--- config.mk ---
export PLATFORM = sky130hd
export DESIGN_NAME = wb_line_mem_adaptor
export DESIGN_NICKNAME = d
export VERILOG_FILES = /design/src/rtl/wb_line_mem_adaptor.sv
export SDC_FILE = /design/constraint.sdc
export NUM_CORES = 1
export LEC_CHECK = 0
export BUFFER_PORTS_ARGS = -buffer_cell sky130_fd_sc_hd__buf_2
export CORE_MARGIN = 3
export CORE_UTILIZATION = 58
export DETAILED_ROUTE_END_ITERATION = 7
export PLACE_DENSITY = 0.85
export SKIP_LAST_GASP = 1
export SYNTH_ARGS = -nofsm -noshare
export SYNTH_HDL_FRONTEND = slang
export SYNTH_SLANG_ARGS = --single-unit
--- constraint.sdc ---
create_clock -name clk -period 6 [get_ports clk]
set_input_delay 1.2 -clock clk [delete_from_list [all_inputs] [get_ports clk]]
set_output_delay 1.2 -clock clk [all_outputs]
set_load 0.02 [all_outputs]
--- src/rtl/wb_line_mem_adaptor.sv ---
// -----------------------------------------------------------------------------
// wb_line_mem_adaptor
//
// Wishbone slave that turns one 128-bit cache-line request into a fixed
// 4-beat burst of 32-bit beats on a req/gnt + rvalid memory port.
//   - Reads: the four returned beats are collected into per-beat slot
//     registers. The assembled line is presented on wb_dat_s with a one-cycle
//     wb_ack.
//   - Writes: the captured line and byte enables are sliced into beats. The
//     request completes once beat 3 is granted, because no write response
//     comes back from memory.
//   - A beat error, or a stall lasting TIMEOUT cycles, completes the request
//     with a one-cycle wb_rty instead of wb_ack.
//
// Ports
//   clk, rst_n            clock, asynchronous active-low reset
//   wb_cyc/stb/we         Wishbone cycle, strobe, line write select
//   wb_sel[15:0]          line byte enables (beat i uses [4i+3:4i])
//   wb_adr[ADDR_W-1:0]    line byte address (bits [3:0] ignored)
//   wb_dat_m[127:0]       write line
//   wb_dat_s[127:0]       registered read line, held until next read completes
//   wb_ack, wb_rty        one-cycle completion / retry
//   mem_req/we/addr/be/wdata  beat request, valid until mem_gnt
//   mem_gnt               beat accepted when mem_req & mem_gnt
//   mem_rvalid/rdata      in-order read beat return
//   mem_err               beat failed (qualified by rvalid on reads, gnt on writes)
// -----------------------------------------------------------------------------

// One read-data slot of the line. o_slot_nxt forwards a beat that is loaded
// this cycle, so the completed line can be registered on the same edge that
// the last beat arrives.
module wb_line_mem_lane (
   input  logic        clk,
   input  logic        rst_n,
   input  logic        i_load,
   input  logic [31:0] i_data,
   output logic [31:0] o_slot_nxt
);
   logic [31:0] r_slot;

   always_ff @(posedge clk or negedge rst_n) begin
      if (!rst_n)      r_slot <= '0;
      else if (i_load) r_slot <= i_data;
   end

   assign o_slot_nxt = i_load ? i_data : r_slot;
endmodule

module wb_line_mem_adaptor #(
   parameter int ADDR_W  = 32,
   parameter int TIMEOUT = 1024
) (
   input  logic              clk,
   input  logic              rst_n,
   // Wishbone slave
   input  logic              wb_cyc,
   input  logic              wb_stb,
   input  logic              wb_we,
   input  logic [15:0]       wb_sel,
   input  logic [ADDR_W-1:0] wb_adr,
   input  logic [127:0]      wb_dat_m,
   output logic [127:0]      wb_dat_s,
   output logic              wb_ack,
   output logic              wb_rty,
   // memory beat port
   output logic              mem_req,
   output logic              mem_we,
   output logic [ADDR_W-1:0] mem_addr,
   output logic [3:0]        mem_be,
   output logic [31:0]       mem_wdata,
   input  logic              mem_gnt,
   input  logic              mem_rvalid,
   input  logic [31:0]       mem_rdata,
   input  logic              mem_err
);
   localparam int NUM_BEATS = 4;
   localparam int BEAT_W    = 32;
   localparam int TCNT_W    = $clog2(TIMEOUT);

   typedef enum logic [2:0] {
      S_IDLE,
      S_RD,
      S_WR,
      S_RESP,
      S_HOLD
   } state_t;

   state_t r_state, w_state_nxt;

   // captured request
   logic [ADDR_W-5:0]                  r_adr_hi;
   logic                               r_we;
   logic [NUM_BEATS-1:0][3:0]          r_sel;
   logic [NUM_BEATS-1:0][BEAT_W-1:0]   r_dat;

   // burst progress; bit 2 of each counter marks "all four done"
   logic [2:0]                         r_req_cnt;
   logic [2:0]                         r_rsp_cnt;
   logic [TCNT_W-1:0]                  r_tcnt;
   logic                               r_err;
   logic                               r_tmo;
   logic                               r_abort;

   logic [127:0]                       r_dat_s;
   logic [NUM_BEATS-1:0][BEAT_W-1:0]   w_line_nxt;

   logic w_cap, w_busy, w_req, w_gnt, w_rv, w_prog;
   logic w_tmo_hit, w_rd_done, w_wr_done, w_beat_err, w_resp_ok;

   // Line offset bits are don't-care on the Wishbone side.
   logic w_unused;
   assign w_unused = &{1'b0, wb_adr[3:0]};

   // ---------------------------------------------------------------------------
   // Per-cycle events
   // ---------------------------------------------------------------------------
   assign w_cap  = (r_state == S_IDLE) && wb_cyc && wb_stb;
   assign w_busy = (r_state == S_RD) || (r_state == S_WR);
   assign w_req  = w_busy && !r_req_cnt[2];
   assign w_gnt  = w_req && mem_gnt;
   // Returns are only accepted while the read is live. This is what discards
   // stragglers after a timeout.
   assign w_rv   = (r_state == S_RD) && mem_rvalid && !r_rsp_cnt[2];
   assign w_prog = w_gnt || w_rv;

   assign w_tmo_hit  = w_busy && !w_prog && (r_tcnt == TCNT_W'(TIMEOUT - 1));
   assign w_rd_done  = w_rv && (r_rsp_cnt == 3'd3);
   assign w_wr_done  = (r_state == S_WR) && w_gnt && (r_req_cnt == 3'd3);
   assign w_beat_err = (w_rv && mem_err) || ((r_state == S_WR) && w_gnt && mem_err);

   // ---------------------------------------------------------------------------
   // FSM
   // ---------------------------------------------------------------------------
   always_ff @(posedge clk or negedge rst_n) begin
      if (!rst_n) r_state <= S_IDLE;
      else        r_state <= w_state_nxt;
   end

   always_comb begin
      w_state_nxt = r_state;
      case (r_state)
         S_IDLE: if (w_cap)                  w_state_nxt = wb_we ? S_WR : S_RD;
         S_RD:   if (w_rd_done || w_tmo_hit) w_state_nxt = S_RESP;
         S_WR:   if (w_wr_done || w_tmo_hit) w_state_nxt = S_RESP;
         S_RESP:                             w_state_nxt = S_HOLD;
         // HOLD lets the master drop its strobe before the next capture.
         S_HOLD:                             w_state_nxt = S_IDLE;
         default:                            w_state_nxt = S_IDLE;
      endcase
   end

   // ---------------------------------------------------------------------------
   // Request capture and burst bookkeeping
   // ---------------------------------------------------------------------------
   always_ff @(posedge clk or negedge rst_n) begin
      if (!rst_n) begin
         r_adr_hi  <= '0;
         r_we      <= 1'b0;
         r_sel     <= '0;
         r_dat     <= '0;
         r_req_cnt <= '0;
         r_rsp_cnt <= '0;
         r_tcnt    <= '0;
         r_err     <= 1'b0;
         r_tmo     <= 1'b0;
         r_abort   <= 1'b0;
         r_dat_s   <= '0;
      end else if (w_cap) begin
         r_adr_hi  <= wb_adr[ADDR_W-1:4];
         r_we      <= wb_we;
         r_sel     <= wb_sel;
         r_dat     <= wb_dat_m;
         r_req_cnt <= '0;
         r_rsp_cnt <= '0;
         r_tcnt    <= '0;
         r_err     <= 1'b0;
         r_tmo     <= 1'b0;
         r_abort   <= 1'b0;
      end else begin
         if (w_gnt)      r_req_cnt <= r_req_cnt + 3'd1;
         if (w_rv)       r_rsp_cnt <= r_rsp_cnt + 3'd1;
         if (w_beat_err) r_err     <= 1'b1;
         if (w_tmo_hit)  r_tmo     <= 1'b1;
         // The master walked away. The burst still drains on the memory
         // side, but nobody is listening for the response.
         if (w_busy && !wb_cyc) r_abort <= 1'b1;
         if (w_busy)     r_tcnt    <= w_prog ? '0 : r_tcnt + TCNT_W'(1);
         if (w_rd_done)  r_dat_s   <= w_line_nxt;
      end
   end

   // ---------------------------------------------------------------------------
   // Read slots, one per beat, filled in return order
   // ---------------------------------------------------------------------------
   for (genvar g = 0; g < NUM_BEATS; g++) begin : g_lane
      wb_line_mem_lane u_lane (
         .clk        (clk),
         .rst_n      (rst_n),
         .i_load     (w_rv && (r_rsp_cnt[1:0] == 2'(g))),
         .i_data     (mem_rdata),
         .o_slot_nxt (w_line_nxt[g])
      );
   end

   // ---------------------------------------------------------------------------
   // Outputs. These are decoded from registered state, so an asynchronous reset
   // forces them to zero immediately.
   // ---------------------------------------------------------------------------
   assign mem_req   = w_req;
   assign mem_we    = w_req && r_we;
   assign mem_addr  = w_req ? {r_adr_hi, r_req_cnt[1:0], 2'b00} : '0;
   assign mem_be    = w_req ? r_sel[r_req_cnt[1:0]] : 4'h0;
   assign mem_wdata = (w_req && r_we) ? r_dat[r_req_cnt[1:0]] : 32'h0;

   assign w_resp_ok = (r_state == S_RESP) && wb_cyc && !r_abort;
   assign wb_ack    = w_resp_ok && !(r_err || r_tmo);
   assign wb_rty    = w_resp_ok &&  (r_err || r_tmo);
   assign wb_dat_s  = r_dat_s;

endmodule

# Word-level counts from Yosys, hierarchy flattened
# Cells that the tools add are included.
# classes
addsub,3
order_cmp,1
eq_ne,12
mux,29
bitwise_logic,1
reduce_logical,45
# op_table
op,n
2-to-1 mux 32 bit,7
binary-select mux 32 bit (select 2 bit),1
2-to-1 mux 10 bit,3
logical AND 1 bit,23
2-to-1 mux 3 bit,7
== test 3 x 2 -> 1 bit (second input constant),4
case mux 3 bit (4 select lines),1
nonzero test 2 bit,6
adder 10 x 1 -> 10 bit (second input constant),1
== test 10 bit (second input constant),1
binary-select mux 4 bit (select 2 bit),1
2-to-1 mux 4 bit,2
adder 3 x 1 -> 3 bit (second input constant),2
zero test 1 bit,6
logical OR 1 bit,6
2-to-1 mux 1 bit,6
== test 2 bit (second input constant),2
!= test 2 x 1 -> 1 bit (second input constant),2
== test 3 x 1 -> 1 bit (second input constant),1
zero test 3 bit,1
less-than comparator 2 x 3 -> 1 bit (second input constant),1
AND reduction 3 bit,1
== test 2 x 1 -> 1 bit (second input constant),1
zero test 2 bit,1
4 further kinds,4
# totals
reg_bits,451
inputBits,216
output_inout_bits,200
wordCells,113

# Logic depth before layout (Yosys ltp)
# Gate-level depths: netlist (run 1).
# depth
word_depth,11
mapped_depth,8
ltp_nobuf,5

# Hierarchy
# A second synthesis (run 1) with hierarchy kept.
# hier_totals
hier_cells,1537
area_unflattened_um2,19273.5
# by_module_without_submodules
module,instances,cells_each,area_each_um2
wb_line_mem_adaptor,1,1265,13893.3
wb_line_mem_lane,4,68,1345.0

# Least setup slack after synthesis (run 1)
# Ideal clock, no wire load.
# synth_path
path_type,in2out
from,input port wb_cyc
to,output port wb_ack
arrival_ps,1747
t_required_ps,4800
path_slack_ps,3053
path_stages,2
path_buffers,0
cell_sequence,nand3b_1 -> nor3_1
# synth_between
elab_chain_cells,3
# synth_lines
item,line_no,rtl
start: declaration,56,"input logic wb_cyc,"
logical AND 1 bit (2 in series),215,assign w_resp_ok = (r_state == S_RESP) && wb_cyc && !r_abort;
logical AND 1 bit,216,assign wb_ack = w_resp_ok && !(r_err || r_tmo);
end: declaration,63,"output logic wb_ack,"
# Every way passes these cells.

# Worst setup path in the final report (run 1)
# layout_path
from,register r_req_cnt[0]
to,output port mem_wdata[30]
# layout_between
elab_chain_cells,3
# layout_lines
item,line_no,rtl
start: declaration,97,logic [2:0] r_req_cnt;
start signal: assignment,180,if (w_gnt) r_req_cnt <= r_req_cnt + 3'd1;
binary-select mux 32 bit (select 2 bit),213,assign mem_wdata = (w_req && r_we) ? r_dat[r_req_cnt[1:0]] : 32'h0;
2-to-1 mux 32 bit (implied by the code),213,
2-to-1 mux 32 bit,213,
end: declaration,70,"output logic [31:0] mem_wdata,"
# Every way passes these cells. The select of a mux whose other input is x is not followed.

==> results.tsv, run 1 <==
metric	value	unit
synth_top_flop_cell	dfrtp_1	
insertion_delay	0.54	ns
skew	0.0173	ns
htree_levels	2	
cts_root_buf	clkbuf_16	
synth_edf_count	0	
layout.nets	1795	
antenna_found_initial	14	
hold_viol_final	0	
worstSetupPathType	flip-flop to output port	
viasPerCell	5.61	
worstPathMaxFanout	26	
drc	0	
portBuffers	409	
ys_seq_area_frac	0.611	
cts_sinks	451	
outcome	finished clean	
min_period	4.12	ns
postSynth.asyncResetShare	1.00	
start_kind	flip-flop	
endpoint_kind	output port	
synth_area	0.0185	sq mm
start_util	0.596	
ant_nets	0	
place.gp.congestion	0.788	
grt_overflow	0	
ios	416	
drive_above_1_share	0.604	
grt_usage	0.242	
setup-tns-final	0	ns
synth-seq-cells	451	
final_cell_mix	dfrtp_1, mux2_2, buf_2	
worstPathRequired	4.80	ns
cpPeakStageDelay	0.97	ns
grt_max_degree	181	
relSlewSlack	0.238	
synthMuxAreaShare	0.306	
cts_tree	built	
post_drt_wl_per_cell	20.7	um
ys_types	36	
synth_top_family_by_area	multiplexers	
netlist_instances	1175	
cts_resized	0	
use_met3	0.0807	
die_x	185	um
yosys-top-cells-area	dfrtp_1, mux2_2, mux4_2	
std_cell_rows	64	
gr-usage-met1	0.294	
grt_pass1_wl	65.1	mm
synthXorXnorAreaFrac	0.00142	
clk_pin_slew	0.06	ns
hpwl	28.1	mm
arrival	2.92	ns
synth_compound_area_frac	0.0104	
wl	41.6	mm
yosysTopAreaCell	dfrtp_1	
setup_ws	1.88	ns
worstMarginPinSlew	1.14	ns
powerDensity	306	mW/mm^2
synth_area_per_cell	15.7	sq um
coreArea	0.0310	sq mm
maxCapViolations	0	
cts_made_buffers	46	
ir_drop	0.275	mV
grt_pass1_vias	12300	
synth-adder-area-share	0.00542	
cts_setup_buffers	0	
yosys_warnings	0	
crit_slowest_cell	dfrtp_2	
synth_top_area_share	0.611	
setup_viol	0	
r2r_start	r_state[0]	
first_pass_iters	4	
dieHeight	185	um
clock.fmax	243	MHz
synthSimpleGateAreaFrac	0.0410	
critPathLaunch	r_req_cnt[0]	
dieArea	0.0340	sq mm
hold_start	g_lane[1].u_lane.r_slot[10]	
slew_viol_final	0	
finalCritPeriodShare	0.686	
final_util	0.720	
grtUsageMet2	0.406	
preCtsSetupSlack	2.32	ns
clockBufferDepth	3	
rsz0062_at_grt	false	
p_leak	11.6	nW
grt_busiest_layer	met2	
vias	11300	
worstHoldPathType	flip-flop to flip-flop	
cts-hold-fix-buffers	0	
path_cells	buf_4, mux4_2, and3_1, buf_2	
syn_to_final_growth	20.8	%
drt_iter0_drc	500	
layout_commonest_cell	dfrtp_1	
## sequential cells by signal, indices dropped and copies added, names as in the netlist
register              cells
r_dat                   128
g_lane.u_lane.r_slot    128
r_err                     1
r_tmo                     1
r_abort                   1
r_we                      1
r_sel                    16
wb_dat_s                128
r_adr_hi                 28
r_req_cnt                 3
r_tcnt                   10
r_state                   3
r_rsp_cnt                 3
## stage by stage
stage               hold WS (ns)  cells  power [W]  instance area, sq um
detailed placement         0.468   1919    0.00408                 20800
finish                     0.479   2008    0.00684                 22300
global route               0.491   2006    0.00711                 22300
CTS                        0.482   2001    0.00691                 22300
global placement           0.461   1919    0.00403                 20800
floorplan                  0.451   1176    0.00382                 18500
## synth_stat cells (2+ instances only)
library cell / count
nand3b_1: 3
a31oi_1: 16
mux2_2: 425
buf_6: 10
o21ai_0: 4
dfrtp_1: 451
inv_1: 14
xnor2_1: 3
nor2_1: 13
mux2_1: 4
ha_1: 8
or3b_2: 3
buf_4: 4
nand3_1: 10
and2_1: 35
nand4_1: 4
nor3_1: 3
clkbuf_1: 20
or2_2: 2
buf_2: 39
nor2b_1: 3
a21oi_1: 8
mux4_2: 36
nand2_1: 7
and3_1: 39
## power by group
group / internal [W] / total, W / switching (W)
combinational: 0.000351 / 0.000593 / 0.000242
sequential: 0.00329 / 0.00343 / 0.000140
clock: 0.00167 / 0.00282 / 0.00115
## area by class of cell
type                       instances  area (sq um)
sequential                       451         11300
multi-input combinational        638          6770
clock inverter                    14           145
clock buffer                      68          1380
fill                            2035          8670
timing repair buffer             420          2180
tap                              396           495
antenna                            7          17.5
inverter                          14          52.6
## critical path: cells and delay by family, from the launching register on
kind                   cells  cell delay [ns]
flip-flops                 1             0.97
buffers and inverters      2             0.59
multiplexers               1             0.57
AND/OR/NAND/NOR            1             0.21
## kinds of logic after synthesis
family	count (synthesis)
buffers and inverters	87
multiplexers	466
AND/OR/NAND/NOR	127
other	1
flip-flops	451
XOR/XNOR	3
AO/OA/AOI/OAI	32
adder cells (fa/ha/maj)	8
## final timing paths
kind / cells past startpoint / slack, ns / to
setup / recovery: 4 / 1.88 / mem_wdata[30]
hold / removal: 1 / 0.48 / g_lane[1].u_lane.r_slot[10]
setup reg to reg: 5 / 2.84 / wb_dat_s[75]
hold reg to reg: 1 / 0.48 / g_lane[1].u_lane.r_slot[10]
max in group asynchronous: 2 / 3.78 / r_req_cnt[0]
min in group asynchronous: 1 / 0.69 / g_lane[2].u_lane.r_slot[6]
## layer usage
metal	vias to the layer above	wire length [um]
met1	5740	15900
met5	-	76
met2	391	20400
li1	5026	-
met3	104	3670
met4	12	1500
Power figures use the tool's default switching activity.
==> run 2: changes to the inputs <==
- CORE_UTILIZATION: 58 -> 49
- PLACE_DENSITY: 0.85 -> 0.76
- clock period: 6 -> 3.75 ns (I/O delays scaled with it)
==> run 2 against run 1 <==
Compared with the run above: die area increased by 18%; final area increased by 2.4%; routed wire length increased by 3.5%; critical path depth unchanged; largest cell class unchanged; flip-flop and latch count unchanged; first-iteration DRC count increased by 6.4%; critical path type is now flip-flop to flip-flop; sequential share of layout area decreased by 1.2 points.
==> results.tsv, run 2 (same netlist as run 1, synthesis figures left out) <==
metric	value	unit	change
p_leak	11.8	nW	+1.7%
relSlewSlack	0.254		+0.0156
slew_viol_final	0		unchanged
worstPathMaxFanout	32		+23%
place.gp.congestion	0.797		+1.2%
cts_root_buf	clkbuf_16		
grt_usage	0.216		-0.0255
worstPathRequired	4.19	ns	-0.61 ns
hold_viol_final	0		unchanged
cts_tree	built		
start_util	0.501		-0.0952
crit_slowest_cell	nand3_2		
post_drt_wl_per_cell	20.1	um	-2.8%
critPathTopFamily	simple AND/OR/NAND/NOR gates		
clk_pin_slew	0.06	ns	about the same
setup_viol	0		unchanged
layout.nets	1811		+0.89%
cts_sinks	451		unchanged
critPathLaunch	r_state[0]		
arrival	3.49	ns	+0.57 ns
outcome	finished clean		
powerDensity	502	mW/mm^2	+64%
min_period	3.05	ns	
dieHeight	200	um	+8.5%
wl	43.1	mm	+3.5%
cts_resized	0		unchanged
clockBufferDepth	3		unchanged
setup-tns-final	0	ns	unchanged
start_kind	flip-flop		
clock.fmax	328	MHz	
drive_above_1_share	0.609		+0.00487
cpPeakStageDelay	1.00	ns	+0.03 ns
maxCapViolations	0		unchanged
pwr-share-comb	0.087		about the same
dieArea	0.0401	sq mm	+18%
layout_commonest_cell	dfrtp_1		
r2r_cells	4		-1
switching_share	0.220		-0.00336
cp_num_buf_inv	0		-2
hold_ws	0.169	ns	-0.310 ns
cts-hold-fix-buffers	0		unchanged
ios	416		unchanged
num-fill-cells	2797		+37%
preCtsSetupSlack	0.523	ns	-1.79 ns
drt_iter0_drc	532		+6.4%
final_util	0.620		-0.101
regArea	0.0113	sq mm	about the same
viasPerCell	5.32		-5.2%
grt_overflow	0		unchanged
portBuffers	409		unchanged
skew	0.0139	ns	-0.00344 ns
first_pass_iters	4		unchanged
vias	11400		+0.97%
setup_ws	0.700	ns	-1.18 ns
grt_max_degree	83		-54%
r2r_start	r_state[0]		
p_sw	0.00253	W	+65%
htree_levels	2		unchanged
final_cell_mix	dfrtp_1, mux2_2, buf_2		
hpwl	29.2	mm	+3.9%
worstMarginPinSlew	1.12	ns	-0.0247 ns
ir_drop	0.446	mV	+62%
insertion_delay	0.56	ns	+0.02 ns
std_cell_rows	70		+9.4%
endpoint_kind	flip-flop		
cts_setup_buffers	0		unchanged
rsz0062_at_grt	false		
die_x	200	um	+8.5%
multi_input_area	0.00677	sq mm	unchanged
crit_top_cell	mux2_2		
drc	0		unchanged
worstSetupPathType	flip-flop to flip-flop		
clockPowerShare	0.438		+0.026
grt_pass1_wl	69.4	mm	+6.6%
syn_to_final_growth	23.6	%	
antenna_found_initial	13		-1
power.internal	0.00895	W	+69%
grt_pass1_vias	12400		+1.2%
worstHoldPathType	primary input to async pin		
cp.depth	4		unchanged
seqPwrFrac	0.476		-0.025
coreArea	0.0369	sq mm	+19%
path_cells	nor2b_1, nand3_2, mux2_2, mux2_2		
ant_nets	0		unchanged
cts_made_buffers	47		+2.2%
finalCritPeriodShare	0.813		
-- run 2: final cells by class --
cell class / instances / share of cell area
Inverter: 14 / 0.00230
Clock inverter: 20 / 0.0143
Clock buffer: 67 / 0.0600
Timing Repair Buffer: 435 / 0.105
Sequential cell: 451 / 0.494
Antenna cell: 9 / 0.000986
Multi-Input combinational cell: 638 / 0.296
Tap cell: 504 / 0.0276
-- run 2: power groups by stage --
stage | combinational, W | clock (W) | sequential (W)
finish | 0.000995 | 0.00502 | 0.00546
detailed placement | 0.00101 | 0 | 0.00554
floorplan | 0.000658 | 0 | 0.00546
global route | 0.00110 | 0.00538 | 0.00550
CTS | 0.00101 | 0.00517 | 0.00546
global placement | 0.000968 | 0 | 0.00552
-- run 2: path summary, 6_finish.rpt --
check                      slack [ns]                           to
max in group asynchronous        2.64                 wb_dat_s[86]
hold reg to reg                  0.49  g_lane[1].u_lane.r_slot[10]
min in group clk                 0.41                    r_dat[97]
hold / removal                   0.17   g_lane[2].u_lane.r_slot[7]
setup reg to reg                 0.70                 wb_dat_s[12]
setup / recovery                 0.70                 wb_dat_s[12]
-- run 2: metal layers --
layer  part of all wire  wire length, um  GRT usage
met4              0.030             1280     0.0748
met5             0.0016               68          0
met1               0.40            17200      0.268
met3              0.086             3710     0.0728
met2               0.48            20800      0.358
-- run 2: metrics by stage --
| step | power (W) | area [sq um] | std cells |
|---|---|---|---|
| 2_1_floorplan | 0.00612 | 18500 | 1176 |
| 3_3_place_gp | 0.00649 | 21100 | 2042 |
| 3_5_place_dp | 0.00655 | 21100 | 2042 |
| 4_1_cts | 0.0116 | 22800 | 2129 |
| 5_1_grt | 0.0120 | 22800 | 2135 |
| 6_report | 0.0115 | 22900 | 2138 |
-- run 2: worst reg2reg max path: stages (launching register included) --
cell     delay [ns]
dfrtp_1        0.47
nor2b_1        0.54
nand3_2        1.00
mux2_2         0.65
mux2_2         0.27
